## src/rtl/alu_out_capture_pkg.sv

```systemverilog
// Shared defaults and width helpers for the ALU result capture block.
// Latency: n/a (constants and functions only).
// Backpressure: n/a.
package alu_out_capture_pkg;

    localparam int DEF_RESULT_WIDTH = 16;
    localparam int DEF_NUM_CH       = 2;
    localparam int DEF_DEPTH        = 8;
    localparam int DEF_TS_WIDTH     = 16;
    localparam int DEF_EDGE_MODE    = 0;

    localparam int               OVF_W   = 16;
    localparam logic [OVF_W-1:0] OVF_SAT = 16'hFFFF;

    // Channel index width; a single channel still needs one bit on the port.
    function automatic int ch_width(input int num_ch);
        return (num_ch <= 1) ? 1 : $clog2(num_ch);
    endfunction

    function automatic int cnt_width(input int depth);
        return $clog2(depth) + 1;
    endfunction

endpackage

```

## src/rtl/alu_out_capture_fifo.sv

```systemverilog
// First-word-fall-through FIFO with occupancy count and synchronous flush.
// Latency: a push is visible at the head one cycle later.
// Backpressure: push ignored when full unless a pop happens in the same cycle.
module alu_out_capture_fifo #(
    parameter int WIDTH = 8,
    parameter int DEPTH = 8,
    localparam int AW    = $clog2(DEPTH),
    localparam int CNT_W = AW + 1
) (
    input  logic             clk,
    input  logic             rst,
    input  logic             flush,
    input  logic             push,
    input  logic [WIDTH-1:0] push_dat,
    input  logic             pop,
    output logic             head_vld,
    output logic [WIDTH-1:0] head_dat,
    output logic [CNT_W-1:0] count
);

    logic [WIDTH-1:0] mem [DEPTH];
    logic [AW-1:0]    wr_ptr;
    logic [AW-1:0]    rd_ptr;
    logic             do_push;
    logic             do_pop;

    assign head_vld = (count != '0);
    assign do_pop   = pop && head_vld;
    assign do_push  = push && ((count != CNT_W'(DEPTH)) || do_pop);
    assign head_dat = head_vld ? mem[rd_ptr] : '0;

    always_ff @(posedge clk or negedge rst) begin
        if (!rst) begin
            wr_ptr <= '0;
            rd_ptr <= '0;
            count  <= '0;
        end else if (flush) begin
            wr_ptr <= '0;
            rd_ptr <= '0;
            count  <= '0;
        end else begin
            if (do_push) wr_ptr <= wr_ptr + AW'(1);
            if (do_pop)  rd_ptr <= rd_ptr + AW'(1);
            case ({do_push, do_pop})
                2'b10:   count <= count + CNT_W'(1);
                2'b01:   count <= count - CNT_W'(1);
                default: count <= count;
            endcase
        end
    end

    // Storage needs no reset: the head is masked whenever the FIFO is empty.
    always_ff @(posedge clk) begin
        if (do_push && !flush) mem[wr_ptr] <= push_dat;
    end

endmodule

```

## src/rtl/alu_out_capture.sv

```systemverilog
// Captures per-channel ALU results with a timestamp into a shared FWFT queue.
// Latency: done at edge E0 -> FIFO write at E1 -> out_valid after E1.
// Backpressure: one pending slot per channel; events hitting a busy slot are dropped and counted.
module alu_out_capture
    import alu_out_capture_pkg::*;
#(
    parameter int RESULT_WIDTH = DEF_RESULT_WIDTH,
    parameter int NUM_CH       = DEF_NUM_CH,
    parameter int DEPTH        = DEF_DEPTH,
    parameter int TS_WIDTH     = DEF_TS_WIDTH,
    parameter int EDGE_MODE    = DEF_EDGE_MODE,
    localparam int CH_W  = ch_width(NUM_CH),
    localparam int CNT_W = cnt_width(DEPTH)
) (
    input  logic                           clk,
    input  logic                           rst,
    input  logic [NUM_CH-1:0]              done,
    input  logic [NUM_CH*RESULT_WIDTH-1:0] result,
    input  logic                           clear,
    output logic                           out_valid,
    input  logic                           out_ready,
    output logic [RESULT_WIDTH-1:0]        out_result,
    output logic [CH_W-1:0]                out_ch,
    output logic [TS_WIDTH-1:0]            out_ts,
    output logic [CNT_W-1:0]               count,
    output logic [OVF_W-1:0]               overflow_cnt
);

    localparam int ENT_W = CH_W + TS_WIDTH + RESULT_WIDTH;

    logic [TS_WIDTH-1:0]     ts_q;
    logic [NUM_CH-1:0]       done_q;
    logic [NUM_CH-1:0]       ev;
    logic [NUM_CH-1:0]       slot_vld;
    logic [RESULT_WIDTH-1:0] slot_res [NUM_CH];
    logic [TS_WIDTH-1:0]     slot_ts  [NUM_CH];
    logic [CH_W-1:0]         last_gnt;
    logic [OVF_W-1:0]        ovf_q;

    logic                    fifo_accept;
    logic                    gnt_vld;
    logic [CH_W-1:0]         gnt_idx;
    logic [CH_W-1:0]         cand;
    logic [NUM_CH-1:0]       gnt_sel;
    logic [NUM_CH-1:0]       drop;
    logic [3:0]              n_drop;
    logic [OVF_W:0]          ovf_sum;
    logic [OVF_W-1:0]        ovf_nxt;
    logic [ENT_W-1:0]        push_dat;
    logic [ENT_W-1:0]        head_dat;

    assign ev = (EDGE_MODE != 0) ? (done & ~done_q) : done;

    // A full FIFO can still take the grant when its head leaves this cycle.
    assign fifo_accept = (count != CNT_W'(DEPTH)) || (out_valid && out_ready);

    always_comb begin
        gnt_vld = 1'b0;
        gnt_idx = '0;
        cand    = '0;
        if (fifo_accept) begin
            for (int k = 1; k <= NUM_CH; k++) begin
                cand = CH_W'((int'(last_gnt) + k) % NUM_CH);
                if (!gnt_vld && slot_vld[cand]) begin
                    gnt_vld = 1'b1;
                    gnt_idx = cand;
                end
            end
        end
    end

    always_comb begin
        gnt_sel = '0;
        if (gnt_vld) gnt_sel[gnt_idx] = 1'b1;
    end

    always_comb begin
        n_drop = '0;
        for (int i = 0; i < NUM_CH; i++) begin
            drop[i] = ev[i] && slot_vld[i] && !gnt_sel[i];
            if (drop[i]) n_drop = n_drop + 4'd1;
        end
    end

    assign ovf_sum = {1'b0, ovf_q} + {{(OVF_W-3){1'b0}}, n_drop};
    assign ovf_nxt = ovf_sum[OVF_W] ? OVF_SAT : ovf_sum[OVF_W-1:0];

    always_ff @(posedge clk or negedge rst) begin
        if (!rst) begin
            ts_q     <= '0;
            done_q   <= '0;
            slot_vld <= '0;
            last_gnt <= CH_W'(NUM_CH - 1);
            ovf_q    <= '0;
            for (int i = 0; i < NUM_CH; i++) begin
                slot_res[i] <= '0;
                slot_ts[i]  <= '0;
            end
        end else begin
            done_q <= done;
            if (clear) begin
                ts_q     <= '0;
                slot_vld <= '0;
                last_gnt <= CH_W'(NUM_CH - 1);
                ovf_q    <= '0;
            end else begin
                ts_q  <= ts_q + TS_WIDTH'(1);
                ovf_q <= ovf_nxt;
                if (gnt_vld) last_gnt <= gnt_idx;
                // A slot drained this cycle can be refilled by a same-cycle event.
                for (int i = 0; i < NUM_CH; i++) begin
                    if (ev[i] && (!slot_vld[i] || gnt_sel[i])) begin
                        slot_vld[i] <= 1'b1;
                        slot_res[i] <= result[i*RESULT_WIDTH +: RESULT_WIDTH];
                        slot_ts[i]  <= ts_q;
                    end else if (gnt_sel[i]) begin
                        slot_vld[i] <= 1'b0;
                    end
                end
            end
        end
    end

    assign push_dat = {gnt_idx, slot_ts[gnt_idx], slot_res[gnt_idx]};

    alu_out_capture_fifo #(
        .WIDTH (ENT_W),
        .DEPTH (DEPTH)
    ) u_fifo (
        .clk      (clk),
        .rst      (rst),
        .flush    (clear),
        .push     (gnt_vld),
        .push_dat (push_dat),
        .pop      (out_ready),
        .head_vld (out_valid),
        .head_dat (head_dat),
        .count    (count)
    );

    assign out_result   = head_dat[RESULT_WIDTH-1:0];
    assign out_ts       = head_dat[RESULT_WIDTH +: TS_WIDTH];
    assign out_ch       = head_dat[RESULT_WIDTH+TS_WIDTH +: CH_W];
    assign overflow_cnt = ovf_q;

endmodule

```

## config.mk

```make
export PLATFORM = sky130hd
export DESIGN_NAME = alu_out_capture
export DESIGN_NICKNAME = d
export VERILOG_FILES = /design/src/rtl/alu_out_capture_pkg.sv /design/src/rtl/alu_out_capture_fifo.sv /design/src/rtl/alu_out_capture.sv
export SDC_FILE = /design/constraint.sdc
export NUM_CORES = 1
export LEC_CHECK = 0
export CORE_MARGIN = 2
export CORE_UTILIZATION = 55
export DETAILED_ROUTE_END_ITERATION = 6
export HOLD_SLACK_MARGIN = 0.06
export PLACE_DENSITY_LB_ADDON = 0.2
export SYNTH_ARGS = -nofsm -noshare
export SYNTH_HDL_FRONTEND = slang
export SYNTH_SLANG_ARGS = --single-unit
```

## constraint.sdc

```tcl
create_clock -name clk -period 4.95 [get_ports clk]
set_input_delay 1.485 -clock clk [delete_from_list [all_inputs] [get_ports clk]]
set_output_delay 1.485 -clock clk [all_outputs]
set_load 0.05 [all_outputs]
```

After elaboration in Yosys (flattened, before gate mapping):

Memory sizes are Yosys's and may differ from the RTL's.
Index checks and enable logic that the tools add are counted.

* register bits: 109
* latch bits: 0
* RAM bits: 264
* ROM bits: 0
* input port bits: 38
* word-level logic and storage cells: 102
* memories kept: 1

* add/sub/neg operators: 9
* multipliers: 0
* div/mod/pow operators: 0
* $lt $le $gt $ge: 5
* equality and inequality tests: 3
* shifts and indexed selects: 0
* mux-type cells: 41
* bitwise logic cells: 2
* reductions and logical operators: 29

Memory list
* u_fifo.mem: depth 8, width 33, rd ports 1, clocked after memory_dff 0, wr ports 1, line alu_out_capture_fifo.sv:21 `logic [WIDTH-1:0] mem [DEPTH];`

Operators by type and width (count)
* 16-bit 2-to-1 mux: 9
* 33-bit 2-to-1 mux: 1
* 1-bit 2-to-1 mux: 21
* 16-bit by 4-bit adder with 17-bit output: 1
* 16-bit by 1-bit adder with 16-bit output, second input constant: 1
* 3-bit 2-to-1 mux: 4
* 1-bit logical AND: 11
* 3-bit nonzero test: 3
* 4-bit by 1-bit adder with 4-bit output, second input constant: 2
* 4-bit 2-to-1 mux: 2
* 4-bit one-hot mux with 2 select lines: 1
* 3-bit by 1-bit adder with 3-bit output, second input constant: 2
* 1-bit logical NOT: 6
* 1-bit by 2-bit less-than comparator with 1-bit output, second input constant: 3
* 2-bit nonzero test: 3
* 2-bit 2-to-1 mux: 2
* 4-bit != test, second input constant: 1
* 2-bit AND reduction: 2
* 4-bit nonzero test: 1
* 4-bit by 1-bit subtractor with 4-bit output, second input constant: 1
* 1-bit logical OR: 3
* 1-bit adder, second input constant: 2
* 2-bit by 1-bit equality test with 1-bit output, second input constant: 1
* 2-bit equality test, second input constant: 1
* other kinds (5): 5

Depth between registers and ports, before layout:

* word-level depth: 22
* depth in mapped cells: 15

By module:

A second synthesis with hierarchy kept.

* cells, all modules: 861
* area, all modules: 15452.3 sq um

Modules (own cells, without submodules)
* alu_out_capture_fifo: instances 1, cells an instance 503, area an instance 10765.3 sq um, seq. area each 8177.8 sq um
* alu_out_capture: instances 1, cells an instance 358, area an instance 4687.0 sq um, seq. area each 2478.6 sq um

Worst setup path before layout:

OpenSTA, ideal clock, no wires.

* path kind: in2reg
* start: input out_ready
* end: memory u_fifo.mem[0][0] in the netlist's numbering (enable)
* library setup time: 0.464 ns
* data arrival time: 4.778 ns
* data required time: 4.486 ns
* slack: -0.293 ns
* stages: 6
* cells stage by stage: buf_2 > nand2b_1 > buf_2 > o21ai_0 > or3_1 > nor3_1

* word-level cells in the longest chain between the ends: 7

RTL lines
* start: declaration: line alu_out_capture.sv:21 `input logic out_ready,`
* 1-bit logical AND *: line alu_out_capture_fifo.sv:28, alu_out_capture.sv:55
* 1-bit logical OR *: line alu_out_capture_fifo.sv:29, alu_out_capture.sv:55
* 1-bit 2-to-1 mux: line alu_out_capture.sv:61 `if (fifo_accept) begin`
* 1-bit logical AND *: line alu_out_capture_fifo.sv:29 `assign do_push = push && ((count != CNT_W'(DEPTH)) || do_pop);`
* 1-bit logical AND *: line alu_out_capture_fifo.sv:54 `if (do_push && !flush) mem[wr_ptr] <= push_dat;`
* 1-bit 2-to-1 mux *: line alu_out_capture_fifo.sv:54
* 1-bit 2-to-1 mux (implied by the code) *: line alu_out_capture_fifo.sv:54
* end: declaration: line alu_out_capture_fifo.sv:21

Mark *: on every way between the ends. The rest lies on a longest branch, timed or not.

Worst setup path in the final report:

* start: register u_fifo.rd_ptr[0]
* end: output out_ts[15]

* word-level cells in the longest chain between the ends: 2

RTL lines
* start: declaration: line alu_out_capture_fifo.sv:23 `logic [AW-1:0] rd_ptr;`
* start signal: assignment: line alu_out_capture_fifo.sv:43 `if (do_pop) rd_ptr <= rd_ptr + AW'(1);`
* memory 8 x 33 bit
* 33-bit 2-to-1 mux: line alu_out_capture_fifo.sv:30 `assign head_dat = head_vld ? mem[rd_ptr] : '0;`
* end: declaration: line alu_out_capture.sv:24 `output logic [TS_WIDTH-1:0] out_ts,`

Every way passes these cells.

==> results.ini <==
[clocking]
h-tree-depth = 2
clk_path_buf_depth = 3
cts_resized = 0
hold_buffers = 0
clk-insertion-delay-late_ns = 0.52
cts_sinks = 373
cts_buffers = 39
tritoncts = done
postCtsSetupBuffers = 0
root_buffer = clkbuf_16
clkTransAtPathRegs_ns = 0.06

[place]
dp_hpwl_um = 16400
dp.cells = 1267
place.gp.congestion = 0.770
io_buffers = 91

[synth]
synth_top_family_by_area = multiplexers
syn_inst = 850
synth_top_area_share_pct = 52.3
ys_ff_latch = 373
synth-compound-area-share_pct = 1.95
yosys.area_share.adder_pct = 0.924
synth_edf_count = 264
yosys.area_share.simple_pct = 4.40
synth_mux_area_share_pct = 19.4
ys_types = 54
yosysSeqAreaShare_pct = 70.2
async_flop_share_pct = 29.2
synth_top_area_cell = edfxtp_1
ys_warn_count = 0
syn_area_um2 = 15200
ys.flop_type = edfxtp_1
mappedNetlistNets = 898
synth_xor_area_share_pct = 1.50
synth_area_leaders = edfxtp_1 (52%), dfrtp_1 (18%), mux4_2 (9.8%), mux2_2 (6.8%), mux2i_1 (2.2%)
postSynthAreaPerCell_um2 = 17.8

[floorplanning]
die_y_um = 170
start_util_pct = 56.1
row_count = 60
core_area_um2 = 27000
io_pins = 92
die-area_um2 = 28900
die_x_um = 170

[sta]
fmax_ghz = 0.221
finalHoldViolCount = 0
min_period_ns = 4.53
slew_headroom_pct = 54.4
drv_slew = 0
rsz0062_at_grt = no
final.setup.tns_ns = 0
finalClockSkew_ns = 0.0178
tightestPinTransition_ns = 0.684
finalSetupViolCount = 0
fin_crit_sh_pct = 91.5

[setup_path]
crit_arrival_ns = 3.04
worst_setup_path_start_kind = flip-flop
cp-end-kind = output pin
cp.required_ns = 3.46
path_max_fanout = 28
worstSetupPathType = flip-flop to output pin
r2r_slack_ns = 1.27

[grt]
grt_pass1_vias = 8236
antenna_found_initial = 0
grt_first_pass_wirelength_um = 47300
overflow = 0
grt_util_all_layers_pct = 21.6
grt_max_degree = 51

[finish]
n_antenna_cell = 0
areaGrowthSynthToFinish_pct = 18.5
nets = 1015
fin_cells = 1338
drive_gt1_share_pct = 25.9

[power_and_ir_drop]
p_per_area_nw_per_um2 = 501
finalPower_mw = 9.00
p_leak_nw = 6.27
vdd_drop_max_uv = 269

[route]
num_vias = 7929
remaining_drc_errors = 0
routed_wl_um = 30200
ant_nets = 0
first_pass_iters = 5
drtIter0Drc = 548
avgRoutedWirePerCell_um = 22.5
vias_per_cell = 5.93

[run]
cap_violations = 0

[outcome]
status = finished, final reports clean

[worst_hold_path]
worstHoldPathType = flip-flop to flip-flop

cells in the final DEF (no fill, tap or decap), types with 15 or more instances in the layout:
cell type          n
dfrtp_1          105
clkbuf_16         42
mux2i_1           34
mux4_2            66
buf_4             16
inv_1             15
edfxtp_1         264
clkdlybuf4s50_1   90
clkbuf_1          17
nand2_1           16
xnor2_1           16
mux2_2            92
a21oi_1           20
nor2_1            60
per-stage QoR:
step                hold slack (ns)  util [%]  worst slack, ns  cell area (µm²)
floorplan                     0.454         -            0.212            15200
global placement              0.465      62.0            0.190            16800
detailed placement            0.476      62.0            0.163            16800
CTS                           0.489      66.5            0.325            18000
global route                  0.502      66.5            0.289            18000
finish                        0.486      66.5            0.420            18000
flip-flops by register name, indices dropped and copies added (netlist names):
name	count
u_fifo.mem	264
slot_res	32
slot_ts	32
overflow_cnt	16
ts_q	16
u_fifo.count	4
u_fifo.rd_ptr	3
u_fifo.wr_ptr	3
slot_vld	2
last_gnt	1
critical path, cell delays in order (launching register included):
cell             delay [ns]
dfrtp_4                0.56
buf_12                 0.29
mux4_2                 0.57
mux2i_1                0.27
nor2_1                 0.08
clkdlybuf4s50_1        0.73
routing by layer:
metal	up-vias	share of wire [%]	track usage [%]
met5	-	0	0
met4	0	1.7	5.13
met3	52	4.2	3.26
met2	182	51	37.2
met1	4163	43	29.5
li1	3532	-	-
Yosys cell counts (all sizes together), types with 2 or more instances:
master	number
nand2	16
mux4	66
nand3b	2
nand2b	3
o211ai	2
nor2b	3
o31ai	2
nor2	67
dfrtp	108
o21ai	4
nand4	5
xnor2	16
fa	2
clkbuf	17
a31oi	4
nand3	9
or3	4
nor4	5
buf	24
ha	8
nor3	12
inv	17
xor2	10
edfxtp	264
and2	2
o22ai	2
and3	3
o21a	3
a21oi	22
mux2i	34
mux2	99
kinds of logic after synthesis:
kind of cell | after synthesis
buffers and inverters | 58
AOI/OAI and AO/OA | 46
DFF | 373
xor gates and xnor gates | 26
and+or+nand+nor | 138
muxes | 199
adders and majority gates | 10
layout make-up:
cell class / count / area [µm²]
inverters: 17 / 63.8
multi-input cells: 419 / 4360
fillers: 1823 / 9050
flip-flops and latches: 373 / 10700
well taps: 341 / 427
clock inverters: 10 / 75.1
clock buffers: 61 / 1140
repair buffers: 117 / 1240
path summary, 6_finish.rpt:
check | cells past startpoint | to | startpoint
hold reg to reg | 1 | slot_res[9] | slot_res[9]
setup reg to reg | 12 | overflow_cnt[3] | u_fifo.count[1]
hold / removal | 1 | slot_res[9] | slot_res[9]
setup / recovery | 5 | out_ts[15] | u_fifo.rd_ptr[0]
min in group asynchronous | 1 | slot_ts[17] | rst
max in group asynchronous | 2 | slot_res[17] | rst
where the power goes:
group          internal (mW)  total, mW  switching (mW)
combinational           1.00       2.55            1.55
sequential              3.58       3.69           0.109
clock                   1.64       2.77            1.13
total                   6.22       9.00            2.78
(Power assumes the default switching activity.)
